### config.mk
export PLATFORM = sky130hd
export DESIGN_NAME = branch_resolve_unit
export DESIGN_NICKNAME = d
export VERILOG_FILES = /design/src/rtl/branch_resolve_unit.sv
export SDC_FILE = /design/constraint.sdc
export NUM_CORES = 1
export LEC_CHECK = 0
export ABC_CLOCK_PERIOD_IN_PS = 3700
export CORE_AREA = 2 2 87 110
export CTS_BUF_LIST = sky130_fd_sc_hd__clkbuf_4
export DETAILED_ROUTE_END_ITERATION = 8
export DIE_AREA = 0 0 89 112
export GPL_ROUTABILITY_DRIVEN = 0
export GPL_TIMING_DRIVEN = 0
export PLACE_DENSITY = 0.8
export REMOVE_ABC_BUFFERS = 1
export SKIP_LAST_GASP = 1
export SLEW_MARGIN = 20
export SYNTH_ARGS = -nofsm -noshare
export SYNTH_HDL_FRONTEND = slang
export SYNTH_SLANG_ARGS = --single-unit
### constraint.sdc
create_clock -name clk -period 3.7 [get_ports clk]
set_input_delay 1.11 -clock clk [delete_from_list [all_inputs] [get_ports clk]]
set_output_delay 1.11 -clock clk [all_outputs]
set_load 0.02 [all_outputs]
### src/rtl/branch_resolve_unit.sv
// Resolves MIPS branches from comparator lt/eq flags, then redirects fetch and flushes younger stages.
// Latency: redirect_valid rises one cycle after a taken accept; flush follows the redirect handshake for FLUSH_CYCLES cycles.
// Backpressure: redirect is held until redirect_ready; ready_in stays low until the unit returns to IDLE.
module branch_resolve_unit #(
    parameter int FLUSH_CYCLES = 2,
    parameter int CNT_W        = 16
) (
    input  logic             clk,
    input  logic             rst_n,
    input  logic             valid_in,
    output logic             ready_in,
    input  logic [2:0]       br_op,
    input  logic             lt,
    input  logic             eq,
    input  logic [31:0]      pc_plus4,
    input  logic [15:0]      imm,
    output logic             redirect_valid,
    input  logic             redirect_ready,
    output logic [31:0]      redirect_pc,
    output logic             flush,
    input  logic             clear_stats,
    output logic [CNT_W-1:0] br_count,
    output logic [CNT_W-1:0] taken_count
);

    // Two extra codes keep the counter at least one bit wide when FLUSH_CYCLES is 0.
    localparam int FCW = $clog2(FLUSH_CYCLES + 2);

    typedef enum logic [1:0] {
        IDLE,
        REDIRECT,
        FLUSH
    } state_t;

    state_t         state, state_nxt;
    logic [FCW-1:0] cnt, cnt_nxt;
    logic           accept;
    logic           taken;
    logic [31:0]    target;

    assign ready_in       = (state == IDLE);
    assign accept         = valid_in & ready_in;
    assign redirect_valid = (state == REDIRECT);
    assign flush          = (state == FLUSH);
    assign target         = pc_plus4 + {{14{imm[15]}}, imm, 2'b00};

    always_comb begin
        taken = 1'b0;
        case (br_op)
            3'b001:  taken = eq;
            3'b010:  taken = ~eq;
            3'b011:  taken = lt | eq;
            3'b100:  taken = ~lt & ~eq;
            3'b101:  taken = lt;
            3'b110:  taken = ~lt;
            3'b111:  taken = 1'b1;
            default: taken = 1'b0;
        endcase
    end

    always_comb begin
        state_nxt = state;
        cnt_nxt   = cnt;
        case (state)
            IDLE: begin
                if (accept && taken) begin
                    state_nxt = REDIRECT;
                end
            end
            REDIRECT: begin
                if (redirect_ready) begin
                    if (FLUSH_CYCLES == 0) begin
                        state_nxt = IDLE;
                    end else begin
                        state_nxt = FLUSH;
                        cnt_nxt   = FCW'(FLUSH_CYCLES);
                    end
                end
            end
            FLUSH: begin
                cnt_nxt = cnt - FCW'(1);
                if (cnt == FCW'(1)) begin
                    state_nxt = IDLE;
                end
            end
            default: state_nxt = IDLE;
        endcase
    end

    always_ff @(posedge clk) begin
        if (!rst_n) begin
            state       <= IDLE;
            cnt         <= '0;
            redirect_pc <= '0;
        end else begin
            state <= state_nxt;
            cnt   <= cnt_nxt;
            if (accept && taken) begin
                redirect_pc <= target;
            end
        end
    end

    // Counters saturate at all-ones; clear_stats overrides any increment in the same cycle.
    always_ff @(posedge clk) begin
        if (!rst_n || clear_stats) begin
            br_count    <= '0;
            taken_count <= '0;
        end else begin
            if (accept && (br_op != 3'b000) && (br_count != {CNT_W{1'b1}})) begin
                br_count <= br_count + CNT_W'(1);
            end
            if (accept && taken && (taken_count != {CNT_W{1'b1}})) begin
                taken_count <= taken_count + CNT_W'(1);
            end
        end
    end

endmodule

-- After elaboration in Yosys (flattened, before gate mapping)
Index checks and enable logic that the tools add are counted.
- latch bits: 0
- memory bits (read-only): 0
- memories: 0
- bits in writable memories: 0
- logic and storage cells: 46
- bits in registers: 68
- muxes and demuxes: 6
- $add $sub $neg: 4
- equality and inequality tests: 15
- multipliers: 0
- divide/modulo/power cells: 0
- magnitude comparators: 0
- shifts and indexed selects: 0
- reduce and logical (&&, ||, !) cells: 11
- bitwise operators: 5
- operators with widths (operator ; count):
    adder 16 x 1 -> 16 bit, second input constant ; 2
    adder 32 bit ; 1
    != test 16 bit, second input constant ; 2
    equality test 3 bit, second input constant ; 4
    case mux 1 bit (7 select lines) ; 1
    equality test 3 x 2 -> 1 bit, second input constant ; 2
    two-way mux 2 bit ; 3
    != test 2 x 1 -> 1 bit, second input constant ; 3
    case mux 2 bit (3 select lines) ; 1
    equality test 2 x 1 -> 1 bit, second input constant ; 2
    logical AND 1 bit ; 4
    case mux 2 bit (2 select lines) ; 1
    equality test 3 x 1 -> 1 bit, second input constant ; 1
    AND reduction 3 bit ; 1
    nonzero test 3 bit ; 1
    bitwise AND 1 bit ; 2
    equality test 2 bit, second input constant ; 1
    zero test 2 bit ; 1
    inverter 1 bit ; 2
    AND reduction 2 bit ; 1
    nonzero test 2 bit ; 1
    subtractor 2 x 1 -> 2 bit, second input constant ; 1
    zero test 1 bit ; 1
    logical OR 1 bit ; 1
    bitwise OR 1 bit ; 1

-- Logic depth before layout (Yosys ltp)
Gate-level depths: netlist (run 1).
- depth in word-level cells: 6
- gate-level depth with buffers: 11
- gate-level depth less buffers: 11

-- Least setup slack after synthesis (run 1)
Ideal clock, no wire load.
- kind: input to register
- start point: in pc_plus4[2]
- end point: reg redirect_pc[22]
- arrival time: 3.275 ns
- slack: 0.366 ns
- stages: 11
- buffers on the path: 0
- required time: 3.641 ns
- cell sequence: ha_1 -> inv_1 -> fa_1 -> nor2b_1 -> o31ai_1 -> a21oi_1 -> a31oi_1 -> o21ai_0 -> a311oi_1 -> o31ai_1 -> and2_1
- cells in the longest elaborated chain, start to end: 1
- ends and longest elaborated chain (item ; line ; text):
    start, declared ; 15 ; input logic [31:0] pc_plus4,
    adder 32 bit ; 45 ; assign target = pc_plus4 + {{14{imm[15]}}, imm, 2'b00};
    end signal, assigned ; 99 ; redirect_pc <= target;
    end, declared ; 19 ; output logic [31:0] redirect_pc,
No other way between the ends.
A chain may end at the register's enable or synchronous reset.

-- Final worst setup path (run 1)
- start point: in imm[0]
- end point: reg redirect_pc[30]
- cells in the longest elaborated chain, start to end: 1
- ends and longest elaborated chain (item ; line ; text):
    start, declared ; 16 ; input logic [15:0] imm,
    adder 32 bit ; 45 ;
No other way between the ends.

==> summary.txt, run 1 <==
Pwr
  – Max VDD drop: 0.144 mV
  – Leak Pwr: 2.12 nW
  – Final Power: approximately 1.8 mW
  – Pwr per Cell Area: 309 nW/um2

Detailed routing
  – Drt pass-1 iters: 5
  – 1st-iter DRT viols: 220
  – Vias per inst: 5.53
  – DR DRC count: 0
  – WL final: 11,200 um
  – WL/cell: 14.3 um
  – Post-route ant nets: 0
  – Routed via count: roughly 4.3k

Setup path
  – Data arrival, critical path: approximately 3900 ps
  – Critical path type: input pin to register
  – CP Capture Type: register
  – Worst setup SP type: input pin
  – Critical path, cell by cell: clkdlybuf4s50_1, ha_1, inv_1, fa_1, nor2b_1, o31ai_1, a21oi_2, a31oi_2, o211ai_1, a41oi_1, xor2_1, o21ai_0
  – Slowest stage delay, CP: 470 ps
  – CP max FO: 4
  – Req. time, crit path: 4050 ps
  – Slowest CP cell: clkdlybuf4s50_1

Floorplanning
  – Initial Util: 0.474
  – # IOs: 125
  – Die Area: 9970 um2
  – Die width: 89 um
  – # rows: 39
  – Core area: 8980 um2
  – Die extent in y: 112 um

Placed design
  – Cell total after placement: about 770
  – Post-DP HPWL: approximately 8800 um
  – Placed cell areas: 5580 um2
  – Port Buffers: 124

Clock network
  – CTS Buffer Depth: 2
  – CTS Buf Count: 9
  – Clock Latency Late Sink: 420 ps
  – H-tree depth: 3
  – CTS tree: done
  – # hold bufs at CTS: 0
  – CTS sink count: 68
  – Register clock-pin slew on the reported worst setup and hold paths: 110 ps
  – Root buffer selected by CTS: clkbuf_4

Run status
  – Outcome: finished clean

STA
  – Worst Skew: 10.8 ps
  – Worst slew margin: 0.407
  – Final TNS setup: 0 ps
  – Max Freq: approximately 280 MHz
  – Slew @ Worst Pin: 884 ps
  – Final hold vios: 0
  – Final setup vio count: 0
  – RSZ-0062 raised after global routing: false
  – Tcrit/Tclk final: 0.964
  – Fin crit period: 3570 ps
  – Fin Hold WS: about 460 ps
  – Pins Over Slew Limit: 0

Layout
  – Commonest non-fill, non-tap cells in the layout: 123 x clkdlybuf4s50_1, 72 x nand2_1, 68 x dfxtp_1
  – Design area: 5710 um2
  – Synth-to-layout area growth: 34.1%
  – # fillers: ~800
  – Fin cells: approximately 780
  – Nets: 747
  – Diode count: 0
  – Layout cell share with drive strength beyond 1: 0.0454
  – Most common cell after layout, fill and taps aside: clkdlybuf4s50_1

Synthesis
  – Synth top area cells: dfxtp_1 32%, ha_1 9.4%, nand2_1 6.4%, a21oi_1 6.2%, nor2_1 5.5%
  – Cell count after synthesis: approximately 540
  – Mapped Area: 4260 um2
  – Avg Cell Area, Syn: 7.92 um2
  – Yosys reg bits: 68
  – Syn. warnings: 0
  – Area leader, netlist: dfxtp_1
  – Sequential cell area fraction in the yosys report: 0.320
  – Synth cell types: 50
  – Top cell type's share of synthesized area: 0.320
  – Synth Flop Type: dfxtp_1
  – Post-synth EDFFs: 0
  – Ys async rst share: 0

GRT
  – First-pass GRT wire length: ~18,000 um
  – Largest net degree at the start of global routing: 33
  – Grt ovf: 0
  – Initial antenna violation count: 0
  – Vias in the first global route: 4,054
  – Global-route usage over all layers: 0.227

Job
  – Number of max-cap violations: 0

Min path
  – Worst hold path class: register to register
==> cells in the mapped netlist (3+ instances only) <==
cell / number
and4_1: 3
buf_4: 5
o31ai_1: 3
xnor2_1: 24
a21oi_1: 53
a21o_1: 13
dfxtp_1: 68
o21a_1: 8
clkbuf_1: 12
mux2i_1: 4
a211oi_1: 8
nor2_1: 62
nand2b_1: 4
xor2_1: 25
inv_1: 12
nand4_1: 15
or4_1: 3
nand3_1: 17
o211ai_1: 6
o21bai_1: 5
or3_1: 4
a31oi_1: 7
nor3_1: 7
o21ai_0: 30
nor2b_1: 4
and3_1: 6
ha_1: 32
nand2_1: 72
==> power breakdown <==
group          switching, mW  internal (mW)  total, mW
Clock                  0.266          0.138      0.403
Combinational          0.310          0.264      0.574
Sequential            0.0205          0.766      0.787
==> cell families after synthesis <==
family,after synthesis,share of synthesized area
AO/OA/AOI/OAI,149,0.221
flip-flops,68,0.320
AND/OR/NAND/NOR,204,0.219
adder cells (fa/ha/maj),33,0.0988
multiplexers,4,0.00941
buffers and inverters,30,0.0312
XOR/XNOR,49,0.101
==> state kept, by name, indices dropped and copies added, names as in the netlist <==
signal,count
br_count,16
cnt,2
redirect_pc,32
state,2
taken_count,16
==> routing by layer <==
layer / part of all wire / track usage / vias up
met5: 0 / 0 / -
met4: 0.029 / 0.102 / 0
met3: 0.045 / 0.0319 / 29
met2: 0.52 / 0.406 / 129
met1: 0.40 / 0.261 / 2011
li1: - / - / 2164
==> through the flow <==
step,utilization,worst slack [ps]
final,0.636,132
after global routing,0.636,24.5
after CTS,0.634,4.48
after detailed placement,0.621,-572
after global placement,0.620,-818
after floorplan,-,365
==> final timing paths <==
path / from / cells after the start / slack, ps / end
worst min register to register: redirect_pc[15] / 2 / 460 / redirect_pc[15]
worst max-delay path: imm[0] / 12 / 130 / redirect_pc[30]
worst max register to register: state[1] / 6 / 1190 / redirect_pc[29]
worst min-delay path: redirect_pc[15] / 2 / 460 / redirect_pc[15]
==> critical path, delay by kind of cell <==
family                     cells  cell delay [ps]
AOI/OAI and AO/OA              6             1270
xor gates and xnor gates       1              180
adders and majority gates      2              620
buffers and inverters          2              540
and+or+nand+nor                1              180
==> layout make-up <==
class / count / area, um2 / area share
Multi-Input combinational cell: 439 / 2780 / 0.487
Sequential cell: 68 / 1360 / 0.238
Timing Repair Buffer: 126 / 1260 / 0.221
Tap cell: 123 / 154 / 0.0270
Clock buffer: 10 / 75.1 / 0.0132
Inverter: 12 / 45.0 / 0.00789
Clock inverter: 6 / 31.3 / 0.00548
==> what timing repair did <==
item                       in CTS  in global routing
setup endpoints to repair       5                  8
pin swaps                       0                  2
resized for setup               3                  2
buffers inserted                0                  1
Power figures use the tool's default switching activity.
==> inputs of run 2 (changes only) <==
- CELL_PAD_IN_SITES_DETAIL_PLACEMENT: not set -> 1
- CELL_PAD_IN_SITES_GLOBAL_PLACEMENT: not set -> 2
- CORE_AREA: 2 2 87 110 -> 2 2 114 143
- CTS_CLUSTER_DIAMETER: not set -> 120
- DIE_AREA: 0 0 89 112 -> 0 0 116 145
- PLACE_DENSITY: 0.8 -> not set
- PLACE_DENSITY_LB_ADDON: not set -> 0.1
==> summary.txt, run 2 (synthesis results as in run 1) <==
Floorplanning
  – Die extent in y: roughly 150 um
  – Initial Util: 0.276
  – Core area: 15,400 um2
  – # IOs: roughly 130
  – Die width: 116 um
  – # rows: 51
  – Die Area: 16,800 um2

STA
  – Final hold vios: 0
  – Slew @ Worst Pin: 851 ps
  – Worst Skew: 14.9 ps
  – Final TNS setup: 0 ps
  – Pins Over Slew Limit: 0
  – Max Freq: 280 MHz
  – Fin crit period: 3570 ps
  – Fin Hold WS: about 460 ps
  – Worst slew margin: 0.432
  – Tcrit/Tclk final: 0.965
  – Final setup vio count: 0

Setup path
  – Worst setup SP type: input pin
  – Origin of the critical flop-to-flop path: state[1]
  – CP Capture Type: register
  – Critical path type: input pin to register
  – Reg2reg setup slack: 1070 ps
  – R2R cell count: 7
  – Capture point of the worst reg-to-reg path: redirect_pc[29]
  – Req. time, crit path: 4080 ps
  – CP max FO: 4
  – Data arrival, critical path: 3950 ps

Pwr
  – Switching power: ~0.67 mW
  – Pwr per Cell Area: 335 nW/um2
  – Sw frac: 0.338
  – Leak Pwr: 2.16 nW
  – Cell Int Power: 1.32 mW
  – Clock power frac: 0.303
  – Combinational share of power: 0.301
  – Max VDD drop: around 0.12 mV
  – Sequential Power Share: 0.396

Detailed routing
  – DR DRC count: 0
  – 1st-iter DRT viols: 81
  – WL/cell: 15.5 um
  – Post-route ant nets: 0
  – WL final: between 10,000 and 15,000 um
  – Vias per inst: 4.92
  – Drt pass-1 iters: 4
  – Routed via count: between 4k and 5k

Layout
  – Synth-to-layout area growth: 39.7%
  – Nets: 749
  – Max FFs per register: 32
  – Layout cell share with drive strength beyond 1: 0.0588
  – Fin cells: 876
  – Design area: 5940 um2
  – Regs by FF count: redirect_pc: 32 flops, br_count: 16 flops, taken_count: 16 flops
  – Finished Core Util: 0.385
  – Commonest non-fill, non-tap cells in the layout: 123 x clkdlybuf4s50_1, 72 x nand2_1, 68 x dfxtp_1
  – Most common cell after layout, fill and taps aside: clkdlybuf4s50_1
  – Largest reg by FF count: redirect_pc
  – # fillers: 1,890

Min path
  – Hold path cells: 2
  – Hold EP: redirect_pc[11]
  – Beginning of the worst hold path: redirect_pc[11]
  – Worst hold path class: register to register

GRT
  – Vias in the first global route: 4,536
  – Grt ovf: 0
  – Largest net degree at the start of global routing: 33
  – First-pass GRT wire length: around 22,000 um
  – Initial antenna violation count: 1
  – Global-route usage over all layers: 0.166

Placed design
  – Cell total after placement: 857
  – Placed cell areas: between 5000 and 6000 um2
  – Port Buffers: 124
  – Post-DP HPWL: 10,500 um

Clock network
  – CTS Buffer Depth: 2
  – H-tree depth: 3
  – CTS sink count: between 60 and 70
  – Clock Latency Late Sink: 450 ps
  – Root buffer selected by CTS: clkbuf_4
  – CTS tree: done
  – CTS Buf Count: 9
  – Register clock-pin slew on the reported worst setup and hold paths: 130 ps
  – # hold bufs at CTS: 0

Run status
  – Outcome: finished clean

Job
  – Number of max-cap violations: 0
run 2: critical path: stages:
cell,delay [ps]
clkdlybuf4s50_1,460
ha_1,210
inv_1,70
fa_1,400
nor2b_1,210
o31ai_2,120
a21oi_2,300
a31oi_4,170
o211ai_1,340
a41oi_1,210
xor2_1,180
o21ai_0,160
run 2: how the worst max path moves through the flow:
stage,start,to,slack [ps],cells past startpoint
5_1_grt,imm[0],redirect_pc[30],-1,12
4_1_cts,pc_plus4[2],redirect_pc[30],90,12
3_5_place_dp,pc_plus4[2],redirect_pc[28],-710,12
3_3_place_gp,br_op[0],taken_count[13],-1470,9
6_report,pc_plus4[2],redirect_pc[30],130,12
2_1_floorplan,pc_plus4[2],redirect_pc[22],360,11
run 2: power groups by stage:
stage	sequential, mW	clock (mW)	combinational (mW)
2_1_floorplan	0.839	0	0.309
3_3_place_gp	0.803	0	0.574
3_5_place_dp	0.804	0	0.593
4_1_cts	0.789	0.629	0.599
5_1_grt	0.794	0.662	0.663
6_report	0.788	0.602	0.599
run 2: metal layers:
layer | GRT usage | share of wire | vias to the layer above
met5 | 0 | 0 | -
met1 | 0.201 | 0.45 | 2054
met3 | 0.0305 | 0.033 | 17
met2 | 0.294 | 0.51 | 78
li1 | - | - | 2158
met4 | 0.0512 | 0.014 | 0
run 2: cell type report:
class / count / area [um2] / area share
well taps: 212 / 265 / 0.0446
diodes: 1 / 2.50 / 0.000421
inverters: 12 / 45.0 / 0.00758
clock inverters: 7 / 100 / 0.0168
flip-flops and latches: 68 / 1360 / 0.229
multi-input cells: 439 / 2810 / 0.473
clock buffers: 9 / 67.6 / 0.0114
repair buffers: 128 / 1290 / 0.218
run 2: stage by stage:
| step | total power [mW] | setup slack (ps) |
|---|---|---|
| 3_3_place_gp | 1.38 | -1470 |
| 4_1_cts | 2.02 | 93.6 |
| 2_1_floorplan | 1.15 | 365 |
| 3_5_place_dp | 1.40 | -712 |
| 6_report | 1.99 | 129 |
| 5_1_grt | 2.12 | -1.03 |
run 2: what timing repair did:
action                                  4_1_cts  5_1_grt
endpoints found under the setup margin        9       10
buffers inserted                              0        2
pin swaps                                     0        2
hold endpoints to repair                      0        0
gates resized for setup                       5        6
==> inputs of run 3 (changes only) <==
- ABC_AREA: not set -> 1
- CAP_MARGIN: not set -> 20
- CORE_AREA: 2 2 114 143 -> 2 2 131 165
- DIE_AREA: 0 0 116 145 -> 0 0 133 167
==> summary.txt, run 3 <==
Detailed routing
  – Post-route ant nets: 0
  – WL/cell: roughly 14 um
  – WL final: 18,100 um
  – DR DRC count: 0
  – Vias per inst: 4.40
  – 1st-iter DRT viols: about 150
  – Routed via count: around 5.7k
  – Drt pass-1 iters: 4

Synthesis
  – Post-synth EDFFs: 0
  – Synth top area cells: dfxtp_1 26%, nand2_1 20%, inv_1 11%, nor2_1 8.1%, ha_1 7.6%
  – Synth Area in XOR/XNOR: 0.0545
  – Compound-Gate Fraction of Synth Area: 0.106
  – Largest family of logic cells by synthesized area: simple AND/OR/NAND/NOR gates
  – Commonest cells post-synth: 286 x nand2_1, 149 x inv_1, 115 x nor2_1
  – Post-Synth Adder-Cell Area: 0.0793
  – Sequential cell area fraction in the yosys report: 0.257
  – Synth Flop Type: dfxtp_1
  – Top cell type's share of synthesized area: 0.257
  – Mux share of post-synthesis cell area: 0
  – Syn. warnings: 0
  – Yosys reg bits: 68
  – Post-Synth Simple-Gate Area: 0.378
  – Synth cell types: 36
  – Most common cell in the synthesized netlist: nand2_1
  – Mapped Area: 5300 um2
  – Cell count after synthesis: about 900
  – Ys async rst share: 0
  – Area leader, netlist: dfxtp_1
  – Avg Cell Area, Syn: 5.92 um2

GRT
  – Vias in the first global route: 5,869
  – Global-route usage over all layers: 0.169
  – Largest net degree at the start of global routing: 62
  – Grt ovf: 0
  – First-pass GRT wire length: between 20,000 and 30,000 um
  – Initial antenna violation count: 1

Clock network
  – H-tree depth: 3
  – Postcts setup bufs: 0
  – CTS sink count: 68
  – Register clock-pin slew on the reported worst setup and hold paths: 110 ps
  – Clock Latency Late Sink: 440 ps
  – CTS tree: done
  – Root buffer selected by CTS: clkbuf_4
  – # hold bufs at CTS: 0
  – CTS Buffer Depth: 2
  – CTS Buf Count: 9

Floorplanning
  – Core area: 20,600 um2
  – # IOs: about 130
  – Die Area: 22,200 um2
  – # rows: 59
  – Die extent in y: between 150 and 200 um
  – Die width: roughly 130 um
  – Initial Util: 0.257

Layout
  – Most common cell after layout, fill and taps aside: nand2_1
  – Layout cell share with drive strength beyond 1: 0.0353
  – Regs by FF count: redirect_pc: 32 flops, br_count: 16 flops, taken_count: 16 flops
  – Largest reg by FF count: redirect_pc
  – Max FFs per register: 32
  – Design area: 6910 um2
  – Synth-to-layout area growth: 30.5%
  – Nets: about 1.1k
  – Commonest non-fill, non-tap cells in the layout: 286 x nand2_1, 148 x inv_1, 123 x clkdlybuf4s50_1

Job
  – Number of max-cap violations: 0

STA
  – RSZ-0062 raised after global routing: false
  – Worst slew margin: 0.356
  – Final setup vio count: 0
  – Slew @ Worst Pin: between 900 and 1000 ps
  – Fin crit period: 3240 ps
  – Fin Hold WS: 486 ps
  – Final hold vios: 0
  – Max Freq: around 310 MHz
  – Final TNS setup: 0 ps
  – Worst Skew: 21.9 ps
  – Final WS setup: approximately 460 ps
  – Pins Over Slew Limit: 0
  – Tcrit/Tclk final: 0.877

Pwr
  – Sequential Power Share: 0.413
  – Switching power: 0.726 mW
  – Cell Int Power: 1.18 mW
  – Clock power frac: 0.238
  – Sw frac: 0.380
  – Max VDD drop: between 0.09 and 0.1 mV
  – Pwr per Cell Area: between 200 and 300 nW/um2
  – Combinational share of power: 0.349
  – Final Power: between 1.5 and 2 mW
  – Leak Pwr: 3.21 nW

Placed design
  – Placed cell areas: 6790 um2
  – Placement Setup Slack: -911 ps
  – Port Buffers: about 120
  – Post-DP HPWL: 14,400 um

Setup path
  – Req. time, crit path: roughly 4000 ps
  – Critical path type: input pin to register
  – Data arrival, critical path: around 3600 ps
  – CP max FO: 15
  – CP Capture Type: register
  – Worst setup SP type: input pin

Run status
  – Outcome: finished clean

Min path
  – Worst hold path class: register to register
## run 3: changes by cell type in the layout (fill, tap and decap cells not counted), moves of 5 or more
cell | previous run | this run
a211oi_1 | 7 | 1
a21o_1 | 13 | 1
a21oi_1 | 52 | 61
a31oi_1 | 6 | 0
and3_1 | 6 | 0
inv_1 | 12 | 148
nand2_1 | 72 | 286
nand2_2 | 0 | 5
nand3_1 | 17 | 60
nand4_1 | 15 | 7
nor2_1 | 62 | 115
o21a_1 | 7 | 1
xnor2_1 | 24 | 17
xor2_1 | 25 | 16
## run 3: power by group through the flow
stage	logic, mW	registers (mW)	clock network [mW]
4_1_cts	0.683	0.791	0.489
2_1_floorplan	0.358	0.847	0
3_3_place_gp	0.675	0.805	0
5_1_grt	0.759	0.795	0.522
3_5_place_dp	0.677	0.807	0
6_report	0.666	0.790	0.454
## run 3: cell type report
class	count	area (um2)
timing repair inverter	1	5.00
timing repair buffer	124	1240
inverter	152	577
fill	2783	13700
sequential	68	1360
clock inverter	5	28.8
clock buffer	11	82.6
antenna	1	2.50
tap	274	343
multi-input combinational	660	3270
## run 3: path summary, 6_finish.rpt
check | startpoint | to | slack [ps] | depth (start not counted)
worst max-delay path | imm[15] | redirect_pc[26] | 460 | 11
worst min-delay path | cnt[0] | cnt[0] | 490 | 1
worst max register to register | state[0] | taken_count[7] | 1460 | 11
worst min register to register | cnt[0] | cnt[0] | 490 | 1
## run 3: critical path: stages
cell,delay [ps]
clkdlybuf4s50_1,770
ha_1,610
nand2_1,140
nor2_1,260
nand2_1,120
nor2_1,120
nand2_1,70
nand4_1,120
nand3_1,120
nand2_1,100
inv_1,40
## run 3: metrics by stage
step / instances / utilization
2_1_floorplan: 880 / -
3_3_place_gp: 1278 / 0.330
3_5_place_dp: 1278 / 0.330
4_1_cts: 1295 / 0.335
5_1_grt: 1296 / 0.336
6_report: 1296 / 0.336
## run 3: kinds of logic (layout without fill, tap and decap cells)
| kind of cell | count (synthesis) | after routing |
|---|---|---|
| AO/OA/AOI/OAI | 104 | 104 |
| XOR/XNOR | 33 | 33 |
| adder cells (fa/ha/maj) | 33 | 33 |
| buffers and inverters | 167 | 293 |
| flip-flops | 68 | 68 |
| other | 0 | 1 |
| AND/OR/NAND/NOR | 490 | 490 |
## run 3: repair_timing
item,CTS,global route
endpoints found under the setup margin,25,15
gates cloned,1,0
gates resized for setup,4,1
## run 3: layer usage
| layer | vias to the layer above | part of all wire | routed length (um) | track usage |
|---|---|---|---|---|
| li1 | 3017 | - | - | - |
| met1 | 2590 | 0.43 | 7830 | 0.197 |
| met2 | 85 | 0.53 | 9620 | 0.320 |
| met3 | 15 | 0.026 | 476 | 0.0244 |
| met4 | 0 | 0.0094 | 170 | 0.0402 |
| met5 | - | 0 | 0 | 0 |
